File: config.mk
export PLATFORM = sky130hd
export DESIGN_NAME = pipe_stall_ctrl
export DESIGN_NICKNAME = d
export VERILOG_FILES = /design/src/rtl/pipe_ctrl_pkg.sv /design/src/rtl/pipe_sat_counter.sv /design/src/rtl/pipe_stall_ctrl.sv
export SDC_FILE = /design/constraint.sdc
export NUM_CORES = 1
export LEC_CHECK = 0
export CAP_MARGIN = 15
export CELL_PAD_IN_SITES_DETAIL_PLACEMENT = 1
export CELL_PAD_IN_SITES_GLOBAL_PLACEMENT = 1
export CORE_MARGIN = 2
export CORE_UTILIZATION = 33
export DETAILED_ROUTE_END_ITERATION = 10
export PLACE_DENSITY_LB_ADDON = 0.1
export RECOVER_POWER = 25
export SYNTH_ARGS = -nofsm -noshare
export SYNTH_HDL_FRONTEND = slang
export SYNTH_HIERARCHICAL = 1
export SYNTH_SLANG_ARGS = --single-unit
export TNS_END_PERCENT = 5
File: constraint.sdc
create_clock -name clk -period 2.1 [get_ports clk]
set_input_delay 0.42 -clock clk [delete_from_list [all_inputs] [get_ports clk]]
set_output_delay 0.42 -clock clk [all_outputs]
set_load 0.005 [all_outputs]
File: src/rtl/pipe_ctrl_pkg.sv
// ---------------------------------------------------------------------------
// pipe_ctrl_pkg
// Shared definitions for the pipeline stall controller:
//   - pipe_state_e : controller state encoding (also exported on state_o)
//   - REG_SEL_W    : register-select width of decode/execute fields
//   - TMO_W        : memory timeout counter width
//   - FLUSH_CNT_W  : flush bubble counter width (FLUSH_CYCLES <= 15)
// ---------------------------------------------------------------------------
package pipe_ctrl_pkg;

  localparam int REG_SEL_W   = 6;
  localparam int TMO_W       = 8;
  localparam int FLUSH_CNT_W = 4;

  typedef enum logic [2:0] {
    IDLE     = 3'd0,
    RUN      = 3'd1,
    MEM_WAIT = 3'd2,
    FLUSH    = 3'd3,
    LU_STALL = 3'd4
  } pipe_state_e;

endpackage

File: src/rtl/pipe_sat_counter.sv
// ---------------------------------------------------------------------------
// pipe_sat_counter
// Saturating event counter used for the optional performance counters.
// Ports:
//   clk     in      : clock
//   reset_n in      : asynchronous active-low reset, clears the count
//   inc     in      : count this cycle
//   cnt     out [W] : current count, sticks at all-ones
// ---------------------------------------------------------------------------
module pipe_sat_counter #(
  parameter int W = 16
) (
  input  logic         clk,
  input  logic         reset_n,
  input  logic         inc,
  output logic [W-1:0] cnt
);

  logic [W-1:0] r_cnt;

  always_ff @(posedge clk or negedge reset_n) begin
    if (!reset_n) begin
      r_cnt <= '0;
    end else if (inc && (r_cnt != '1)) begin
      r_cnt <= r_cnt + 1'b1;
    end
  end

  assign cnt = r_cnt;

endmodule

File: src/rtl/pipe_stall_ctrl.sv
// ---------------------------------------------------------------------------
// pipe_stall_ctrl
// Sequences the decode/execute pipeline latch: generates the latch enable,
// the bubble-insert select and the fetch enable; runs the memory request /
// ack handshake with a timeout; flushes decode after taken jumps and inserts
// a load-use bubble after loads.
//
// Optional build macro: PIPE_STALL_CTRL_PERF_EN adds the stall_cnt and
// flush_cnt performance counter ports.
//
// Ports:
//   clk, reset_n         : clock, asynchronous active-low reset
//   dec_valid            : decode stage holds a valid instruction
//   dec_selA / dec_selB  : decode source registers (6 / 5 bits)
//   ex_selOut            : latched destination register, 0 = no writeback
//   ex_lam_new/_load     : latched instruction is a memory op / a load
//   ex_new_jmp/jmp_taken : latched instruction is a jump / resolved taken
//   mem_ack              : memory operation complete
//   mem_req              : registered memory request
//   fetch_en, dec_en     : fetch advance, decode latch load enable
//   dec_bubble           : zeros are muxed into the decode latch inputs
//   state_o              : current state (debug)
//   mem_timeout_err      : sticky timeout flag
//   stall_cnt, flush_cnt : perf counters (PIPE_STALL_CTRL_PERF_EN only)
// ---------------------------------------------------------------------------
module pipe_stall_ctrl
  import pipe_ctrl_pkg::*;
#(
  parameter int FLUSH_CYCLES = 2,
  parameter int MEM_TIMEOUT  = 255,
  parameter int CNT_W        = 16
) (
  input  logic                 clk,
  input  logic                 reset_n,
  input  logic                 dec_valid,
  input  logic [REG_SEL_W-1:0] dec_selA,
  input  logic [REG_SEL_W-2:0] dec_selB,
  input  logic [REG_SEL_W-1:0] ex_selOut,
  input  logic                 ex_lam_new,
  input  logic                 ex_lam_load,
  input  logic                 ex_new_jmp,
  input  logic                 ex_jmp_taken,
  input  logic                 mem_ack,
  output logic                 mem_req,
  output logic                 fetch_en,
  output logic                 dec_en,
  output logic                 dec_bubble,
  output logic [2:0]           state_o,
  output logic                 mem_timeout_err
`ifdef PIPE_STALL_CTRL_PERF_EN
  ,
  output logic [CNT_W-1:0]     stall_cnt,
  output logic [CNT_W-1:0]     flush_cnt
`endif
);

  // The jump cycle itself carries the first bubble, so FLUSH covers the rest.
  localparam logic [FLUSH_CNT_W-1:0] FLUSH_LOAD = FLUSH_CNT_W'(FLUSH_CYCLES - 1);
  localparam logic [TMO_W-1:0]       TMO_LIMIT  = TMO_W'(MEM_TIMEOUT);

  pipe_state_e            r_state;
  pipe_state_e            w_state_next;
  logic                   r_mem_req;
  logic                   w_mem_req_next;
  logic [TMO_W-1:0]       r_tmo_cnt;
  logic [TMO_W-1:0]       w_tmo_cnt_next;
  logic [FLUSH_CNT_W-1:0] r_flush_cnt;
  logic [FLUSH_CNT_W-1:0] w_flush_cnt_next;
  logic                   r_tmo_err;
  logic                   w_tmo_err_next;

  logic w_fetch_en;
  logic w_dec_en;
  logic w_dec_bubble;
  logic w_jmp_taken;
  logic w_hazard;
  logic w_mem_done;

  assign w_jmp_taken = ex_new_jmp & ex_jmp_taken;

  // selB is one bit narrower than the destination field: zero-extend it so a
  // destination above 31 can never alias a selB value.
  assign w_hazard = ex_lam_load & dec_valid & (ex_selOut != '0) &
                    ((dec_selA == ex_selOut) | ({1'b0, dec_selB} == ex_selOut));

  // Ack and timeout in the same cycle count as an ack.
  assign w_mem_done = mem_ack | (r_tmo_cnt == TMO_LIMIT);

  always_comb begin
    w_state_next     = r_state;
    w_mem_req_next   = r_mem_req;
    w_tmo_cnt_next   = r_tmo_cnt;
    w_flush_cnt_next = r_flush_cnt;
    w_tmo_err_next   = r_tmo_err;
    w_fetch_en       = 1'b0;
    w_dec_en         = 1'b0;
    w_dec_bubble     = 1'b0;

    case (r_state)
      IDLE: begin
        w_state_next = RUN;
      end

      RUN: begin
        w_fetch_en = 1'b1;
        w_dec_en   = 1'b1;
        if (w_jmp_taken) begin
          // A memory op arriving with a taken jump is squashed by the flush.
          w_dec_bubble     = 1'b1;
          w_flush_cnt_next = FLUSH_LOAD;
          w_state_next     = (FLUSH_CYCLES > 1) ? FLUSH : RUN;
        end else if (ex_lam_new) begin
          w_fetch_en     = 1'b0;
          w_dec_en       = 1'b0;
          w_mem_req_next = 1'b1;
          w_tmo_cnt_next = '0;
          w_state_next   = MEM_WAIT;
        end
      end

      MEM_WAIT: begin
        w_tmo_cnt_next = r_tmo_cnt + 1'b1;
        if (w_mem_done) begin
          w_mem_req_next = 1'b0;
          if (!mem_ack) begin
            w_tmo_err_next = 1'b1;
          end
          if (w_hazard) begin
            // Advance execute with a bubble; the consumer stays in decode.
            w_dec_en     = 1'b1;
            w_dec_bubble = 1'b1;
            w_state_next = LU_STALL;
          end else begin
            w_fetch_en   = 1'b1;
            w_dec_en     = 1'b1;
            w_state_next = RUN;
          end
        end
      end

      FLUSH: begin
        w_fetch_en   = 1'b1;
        w_dec_en     = 1'b1;
        w_dec_bubble = 1'b1;
        if (w_jmp_taken) begin
          w_flush_cnt_next = FLUSH_LOAD;
        end else begin
          w_flush_cnt_next = r_flush_cnt - 1'b1;
          if (r_flush_cnt == FLUSH_CNT_W'(1)) begin
            w_state_next = RUN;
          end
        end
      end

      LU_STALL: begin
        w_state_next = RUN;
      end

      default: begin
        w_state_next = IDLE;
      end
    endcase
  end

  always_ff @(posedge clk or negedge reset_n) begin
    if (!reset_n) begin
      r_state     <= IDLE;
      r_mem_req   <= 1'b0;
      r_tmo_cnt   <= '0;
      r_flush_cnt <= '0;
      r_tmo_err   <= 1'b0;
    end else begin
      r_state     <= w_state_next;
      r_mem_req   <= w_mem_req_next;
      r_tmo_cnt   <= w_tmo_cnt_next;
      r_flush_cnt <= w_flush_cnt_next;
      r_tmo_err   <= w_tmo_err_next;
    end
  end

  assign mem_req         = r_mem_req;
  assign fetch_en        = w_fetch_en;
  assign dec_en          = w_dec_en;
  assign dec_bubble      = w_dec_bubble;
  assign state_o         = r_state;
  assign mem_timeout_err = r_tmo_err;

`ifdef PIPE_STALL_CTRL_PERF_EN
  logic w_stall_inc;

  // IDLE also has dec_en low but is not a pipeline stall.
  assign w_stall_inc = (r_state != IDLE) & ~w_dec_en;

  pipe_sat_counter #(
    .W(CNT_W)
  ) u_stall_cnt (
    .clk    (clk),
    .reset_n(reset_n),
    .inc    (w_stall_inc),
    .cnt    (stall_cnt)
  );

  pipe_sat_counter #(
    .W(CNT_W)
  ) u_flush_cnt (
    .clk    (clk),
    .reset_n(reset_n),
    .inc    (w_dec_bubble),
    .cnt    (flush_cnt)
  );
`endif

endmodule

==> metrics.md, run 1 <==
| Metric | Value |
|---|---|
| CTS Sinks | 17 |
| Gr busiest metal | met2 |
| Async SR Flop Fraction | 1.00 |
| Worst endpoint required time | 1.68 ns |
| Reg2reg end | state_o[0] |
| Via count | 1196 |
| Startpoint Class | flop |
| Insertion delay to the later sink of the worst-skew pair | 0.30 ns |
| Synthesized area per cell | 8.64 um2 |
| Crit-path cells | ha_2 > nand3_4 > nor3_4 > o21ai_4 > inv_2 > a22o_2 > buf_2 |
| Reg2reg start | state_o[2] |
| Post-detailed-route count of antenna-violating nets | 0 |
| Pins over their slew limit | 0 |
| Port-buffer cells | 32 |
| Chip height | 60.5 um |
| CTS Buffer Depth | 2 |
| M2 GR Usage | 0.411 |
| Initial core utilization | 0.345 |
| Netlist cell types | 33 |
| Reg clk slew, reported paths | 0.11 ns |
| Pwr/cell area | 1020 mW/mm2 |
| Post-Synthesis Net Count | 150 |
| Row cnt | 20 |
| Lkg Pwr | 0.859 nW |
| Primary FF master, synth | dfrtp_1 |
| Initial antenna violation count | 0 |
| Min cycle time layout | 2.12 ns |
| Hold Vio Cnt, Final | 0 |
| Gate Count Post-Synth | 122 |
| CTS Buf Count | 3 |
| Mapped Area | 0.00105 mm2 |
| EDFF count, synth | 0 |
| Die width | 60.5 um |
| Final setup vio count | 1 |
| Status | finished with violations |
| Reg2Reg Depth | 5 |
| # fillers | 378 |
| Worst setup path start | r_tmo_cnt[0] |
| Layout net count | 223 |
| Core area | 0.00305 mm2 |
| Post-synthesis sequential area ratio | 0.404 |
| Starting DRC count in detailed routing | 37 |
| Slew HR | 0.344 |
| Drt pass-1 iters | 4 |
| Period utilisation layout | 1.01 |
| GRT met1 Usage | 0.251 |
| Post-Route Skew | 0.00564 ns |
| CTS tree | built |
| Kind of critical path | flop to primary output |
| Share of the synthesized area in the top cell type | 0.404 |
| Commonest cells post-synth | dfrtp_1, nand2_1, o21ai_0 |
| RSZ-0062 raised after global routing | yes |
| Met3 Usage GRT | 0.0299 |
| #FFs+latches synth | 17 |
| Total Routing Usage GR | 0.218 |
| DP Wirelength | 2740 um |
| Leading area contributor after synthesis | dfrtp_1 |
| Maximum vdd drop | 499 uV |
| Drc violations | 0 |
| # IOs | 33 |
| Root Buffer Master | clkbuf_4 |
| Slew @ Worst Pin | 0.984 ns |
| Htree depth | 1 |
| Final WS setup | -0.0165 ns |
| Worst EP arrival | 1.70 ns |
| Max incr delay on CP | 0.40 ns |
| CP endpoint | fetch_en |
| Synth Warn # | 6 |
| Largest net degree at the start of global routing | 18 |
| Hold_ws | 0.468 ns |
| Dpl cells | 226 |
| Crit end category | primary output |
| Global-route wire length before repair | 5830 um |
| CP max FO | 4 |
| Share of layout cells above drive strength 1 | 0.376 |
| Grt total ovfl | 0 |
| Via density | 5.03 |
| CP max stage cell | dfrtp_1 |
| Layout Area Growth over Synthesis | 68.5% |
| Hold crit path type | flop to flop |
| R2R Setup Slk | 0.47 ns |
| GP Congestion | 0.756 |
| Failing checks | setup timing |
| Non-Filler Instances | 238 |
| Max Fclk | 472 MHz |
| Die area | 0.00366 mm2 |
| Max Cap Viol | 0 |
| Vias in the first global route | 1338 |
| N_diodes | 0 |
| Drt total wl | 3790 um |
| Area contributors post-synth | dfrtp_1, xnor2_1, o21ai_0, nand2_1, a21oi_1 |
| Routed length per instance | 15.9 um |
==> cells in the final DEF, fill, tap and decap left out, types with 2 or more instances in the layout <==
master / synthesis / routed
nand4_1: 2 / 2
clkbuf_4: 0 / 3
nand2_1: 17 / 17
xnor2_2: 0 / 5
inv_1: 4 / 3
ha_1: 3 / 2
a21o_1: 3 / 3
nor2_1: 10 / 10
clkbuf_2: 1 / 11
a21oi_1: 8 / 8
xnor2_1: 10 / 5
o21ai_0: 13 / 11
dlymetal6s2s_1: 0 / 5
nand3_1: 6 / 5
dfrtp_1: 17 / 17
buf_2: 0 / 2
nor4_1: 2 / 2
buf_6: 0 / 4
a31oi_1: 5 / 5
clkdlybuf4s50_1: 0 / 11
buf_4: 0 / 34
==> power by group <==
part	internal (mW)	leakage, nW	switching (mW)
logic	0.547	0.624	0.517
registers	0.450	0.217	0.102
clock network	0.0712	0.0177	0.115
==> how the worst min path moves through the flow <==
stage | from | to | slack (ns) | cells past startpoint
after floorplan | reset_n | mem_req | 0.12 | 0
after global placement | mem_timeout_err | mem_timeout_err | 0.46 | 1
after detailed placement | mem_timeout_err | mem_timeout_err | 0.45 | 1
after CTS | reset_n | state_o[0] | 0.44 | 2
after global routing | mem_timeout_err | mem_timeout_err | 0.49 | 1
final | mem_timeout_err | mem_timeout_err | 0.47 | 1
==> metal layers <==
layer,part of all wire,vias up
li1,-,576
met1,0.41,585
met2,0.54,28
met3,0.034,7
met4,0.018,0
met5,0,-
==> stage by stage <==
step	utilization	total power, mW	worst slack (ns)	area (um2)	TNS, ns
2_1_floorplan	-	0.996	0.239	1050	0
3_3_place_gp	0.539	1.50	-0.622	1650	-1.41
3_5_place_dp	0.539	1.56	-0.724	1650	-1.58
4_1_cts	0.567	1.78	-0.169	1730	-0.313
5_1_grt	0.582	1.95	-0.0848	1780	-0.154
6_report	0.582	1.80	-0.0165	1780	-0.0165
==> final cells by class <==
class / instances / area (um2) / share of cell area
Clock buffer: 3 / 22.5 / 0.0127
Sequential cell: 17 / 425 / 0.240
Timing Repair Buffer: 70 / 562 / 0.316
Clock inverter: 1 / 5.00 / 0.00282
Tap cell: 44 / 55.1 / 0.0310
Multi-Input combinational cell: 99 / 691 / 0.389
Inverter: 4 / 15.0 / 0.00846
==> timing repair <==
item                       in CTS  in global routing
buffers inserted                5                  3
resized for setup              30                 44
setup endpoints to repair       3                  3
pin swaps                      11                 19
gates cloned                    0                  0
hold buffers                    0                  0
==> critical path, delay by kind of cell (launching register included) <==
family | cells | cell delay [ns]
flip-flops | 1 | 0.40
buffers and inverters | 2 | 0.18
AND/OR/NAND/NOR | 2 | 0.16
AO/OA/AOI/OAI | 2 | 0.43
adder cells (fa/ha/maj) | 1 | 0.21
==> logic make-up after synthesis <==
logic type      synth area share
simple gates               0.226
compound gates             0.213
flops                      0.404
xor+xnor                  0.0998
buf+inv                   0.0226
fa+ha+maj                 0.0356
==> flip-flops by register name, indices dropped and copies added, names as in the netlist <==
signal	flops
r_tmo_cnt	8
mem_timeout_err	1
state_o	3
r_flush_cnt	4
mem_req	1
Power figures use the tool's default switching activity.
==> inputs of run 2 (changes only) <==
PLACE_DENSITY = 0.83   (was not set)
PLACE_DENSITY_LB_ADDON = not set   (was 0.1)
==> run 2 against run 1 <==
- routed wire length increased by 12%
- flip-flop and latch count unchanged
- the flow still finishes with violations (setup timing)
- clock skew fell by 0.0038 ns
- sequential share of layout area decreased by 0.59 points
- die area unchanged
- power is 5.6% higher
- critical endpoint unchanged
- highest routed layer unchanged
==> metrics.md, run 2 (synthesis results as in run 1) <==
| Metric | Value |
|---|---|
| Non-Filler Instances | 238 |
| Reg2reg start | state_o[0] |
| Drt pass-1 iters | 4 |
| Root Buffer Master | clkbuf_4 |
| Final setup vio count | 2 |
| Met3 Usage GRT | 0.0554 |
| Failing checks | setup timing |
| Crit end category | primary output |
| N_diodes | 0 |
| Post-layout util | 0.596 |
| Commonest non-fill, non-tap cell in the layout | buf_4 |
| Slew @ Worst Pin | 0.542 ns |
| Drt total wl | 4260 um |
| Share of layout cells above drive strength 1 | 0.381 |
| Startpoint Class | input port |
| Hold_ws | 0.465 ns |
| Final Cell Area | 0.00182 mm2 |
| Post-detailed-route count of antenna-violating nets | 0 |
| Via count | 1265 |
| Layout Area Growth over Synthesis | 72.8% |
| Port-buffer cells | 32 |
| # IOs | 33 |
| Largest register by flop count | r_tmo_cnt |
| Area post-placement | 0.00167 mm2 |
| Worst EP arrival | 1.76 ns |
| Min cycle time layout | 2.18 ns |
| Drc violations | 0 |
| Largest register FFs | 8 |
| Dpl cells | 229 |
| Maximum vdd drop | 461 uV |
| Global-route wire length before repair | 6440 um |
| Largest net degree at the start of global routing | 10 |
| DP Wirelength | 2870 um |
| Final WS setup | -0.0764 ns |
| Status | finished with violations |
| Row cnt | 20 |
| Vias in the first global route | 1377 |
| Lkg Pwr | 0.835 nW |
| Pwr/cell area | 1050 mW/mm2 |
| Max Fclk | 459 MHz |
| GP Congestion | 0.819 |
| Initial core utilization | 0.345 |
| Period utilisation layout | 1.04 |
| Slew HR | 0.639 |
| Routed length per instance | 17.9 um |
| Initial antenna violation count | 0 |
| CTS tree | built |
| Worst endpoint required time | 1.68 ns |
| M2 GR Usage | 0.481 |
| Hold Vio Cnt, Final | 0 |
| GRT met1 Usage | 0.255 |
| Via density | 5.32 |
| Reg clk slew, reported paths | 0.10 ns |
| Starting DRC count in detailed routing | 25 |
| CTS Buf Count | 3 |
| Hold crit path type | input port to async pin |
| Grt total ovfl | 0 |
| RSZ-0062 raised after global routing | yes |
| Total Routing Usage GR | 0.250 |
| Pwr Total | 1.90 mW |
| CP max FO | 2 |
| Die area | 0.00366 mm2 |
| Die width | 60.5 um |
| R2R Setup Slk | 0.38 ns |
| CTS Sinks | 17 |
| Max Cap Viol | 0 |
| Reg2Reg Depth | 6 |
| Layout net count | 223 |
| CTS Buffer Depth | 2 |
| Setup tns final | -0.117 ns |
| Kind of critical path | input port to primary output |
| Htree depth | 1 |
| Pins over their slew limit | 0 |
| Core area | 0.00305 mm2 |
| Insertion delay to the later sink of the worst-skew pair | 0.31 ns |
| Gr busiest metal | met2 |
| Reg2reg end | state_o[0] |
| Most frequent cells in the layout | buf_4, dfrtp_1, nand2_1 |
| Post-Place Setup Slack | -0.667 ns |
| Post-Route Skew | 0.00188 ns |
| Chip height | 60.5 um |
## run 2: cell count changes in the layout (fill, tap and decap cells not counted), sizes merged
| cell | before | now |
|---|---|---|
| clkinv | 1 | 0 |
| dlymetal6s2s | 5 | 0 |
| buf | 40 | 49 |
| clkdlybuf4s15 | 1 | 3 |
| dlygate4sd2 | 0 | 3 |
| clkbuf | 15 | 7 |
## run 2: final cells by class
cell class | count | area [um2]
fillers | 379 | 1230
flip-flops and latches | 17 | 425
clock buffers | 4 | 26.3
well taps | 44 | 55.1
multi-input cells | 99 | 718
inverters | 4 | 15.0
repair buffers | 70 | 581
## run 2: metal layers
metal	routed length, um	share of wire
met5	0	0
met3	181	0.042
met1	1560	0.37
met2	2320	0.54
met4	203	0.048
## run 2: where the power goes
group,internal (mW),total [mW],switching [mW]
Combinational,0.592,1.16,0.569
Sequential,0.450,0.555,0.105
Clock,0.0743,0.189,0.115
## run 2: worst max path at each step
stage | startpoint | endpoint | slack [ns]
5_1_grt | dec_selB[3] | fetch_en | -0.17
6_report | ex_selOut[2] | fetch_en | -0.08
4_1_cts | r_tmo_cnt[0] | dec_bubble | -0.04
2_1_floorplan | r_tmo_cnt[0] | fetch_en | 0.24
3_3_place_gp | ex_selOut[3] | dec_bubble | -0.60
3_5_place_dp | ex_selOut[4] | dec_bubble | -0.67
## run 2: timing repair
action	in CTS	in global routing
hold buffers	0	0
pin swaps	19	13
resized for setup	76	20
buffers inserted	4	3
endpoints found under the setup margin	3	3
endpoints found under the hold margin	0	0
## run 2: critical path, cell delays in order
cell and delay, ns:
buf_6 0.10, buf_6 0.12, xnor2_4 0.16, nand4_1 0.14, o32ai_2 0.15, nand4_2 0.17
buf_6 0.16, a22o_4 0.22, buf_6 0.11
==> inputs of run 3 (changes only) <==
GPL_ROUTABILITY_DRIVEN = 0   (was not set)
==> results of run 3 <==
Same layout as run 2: the final DEF is identical, and so are final timing and power.
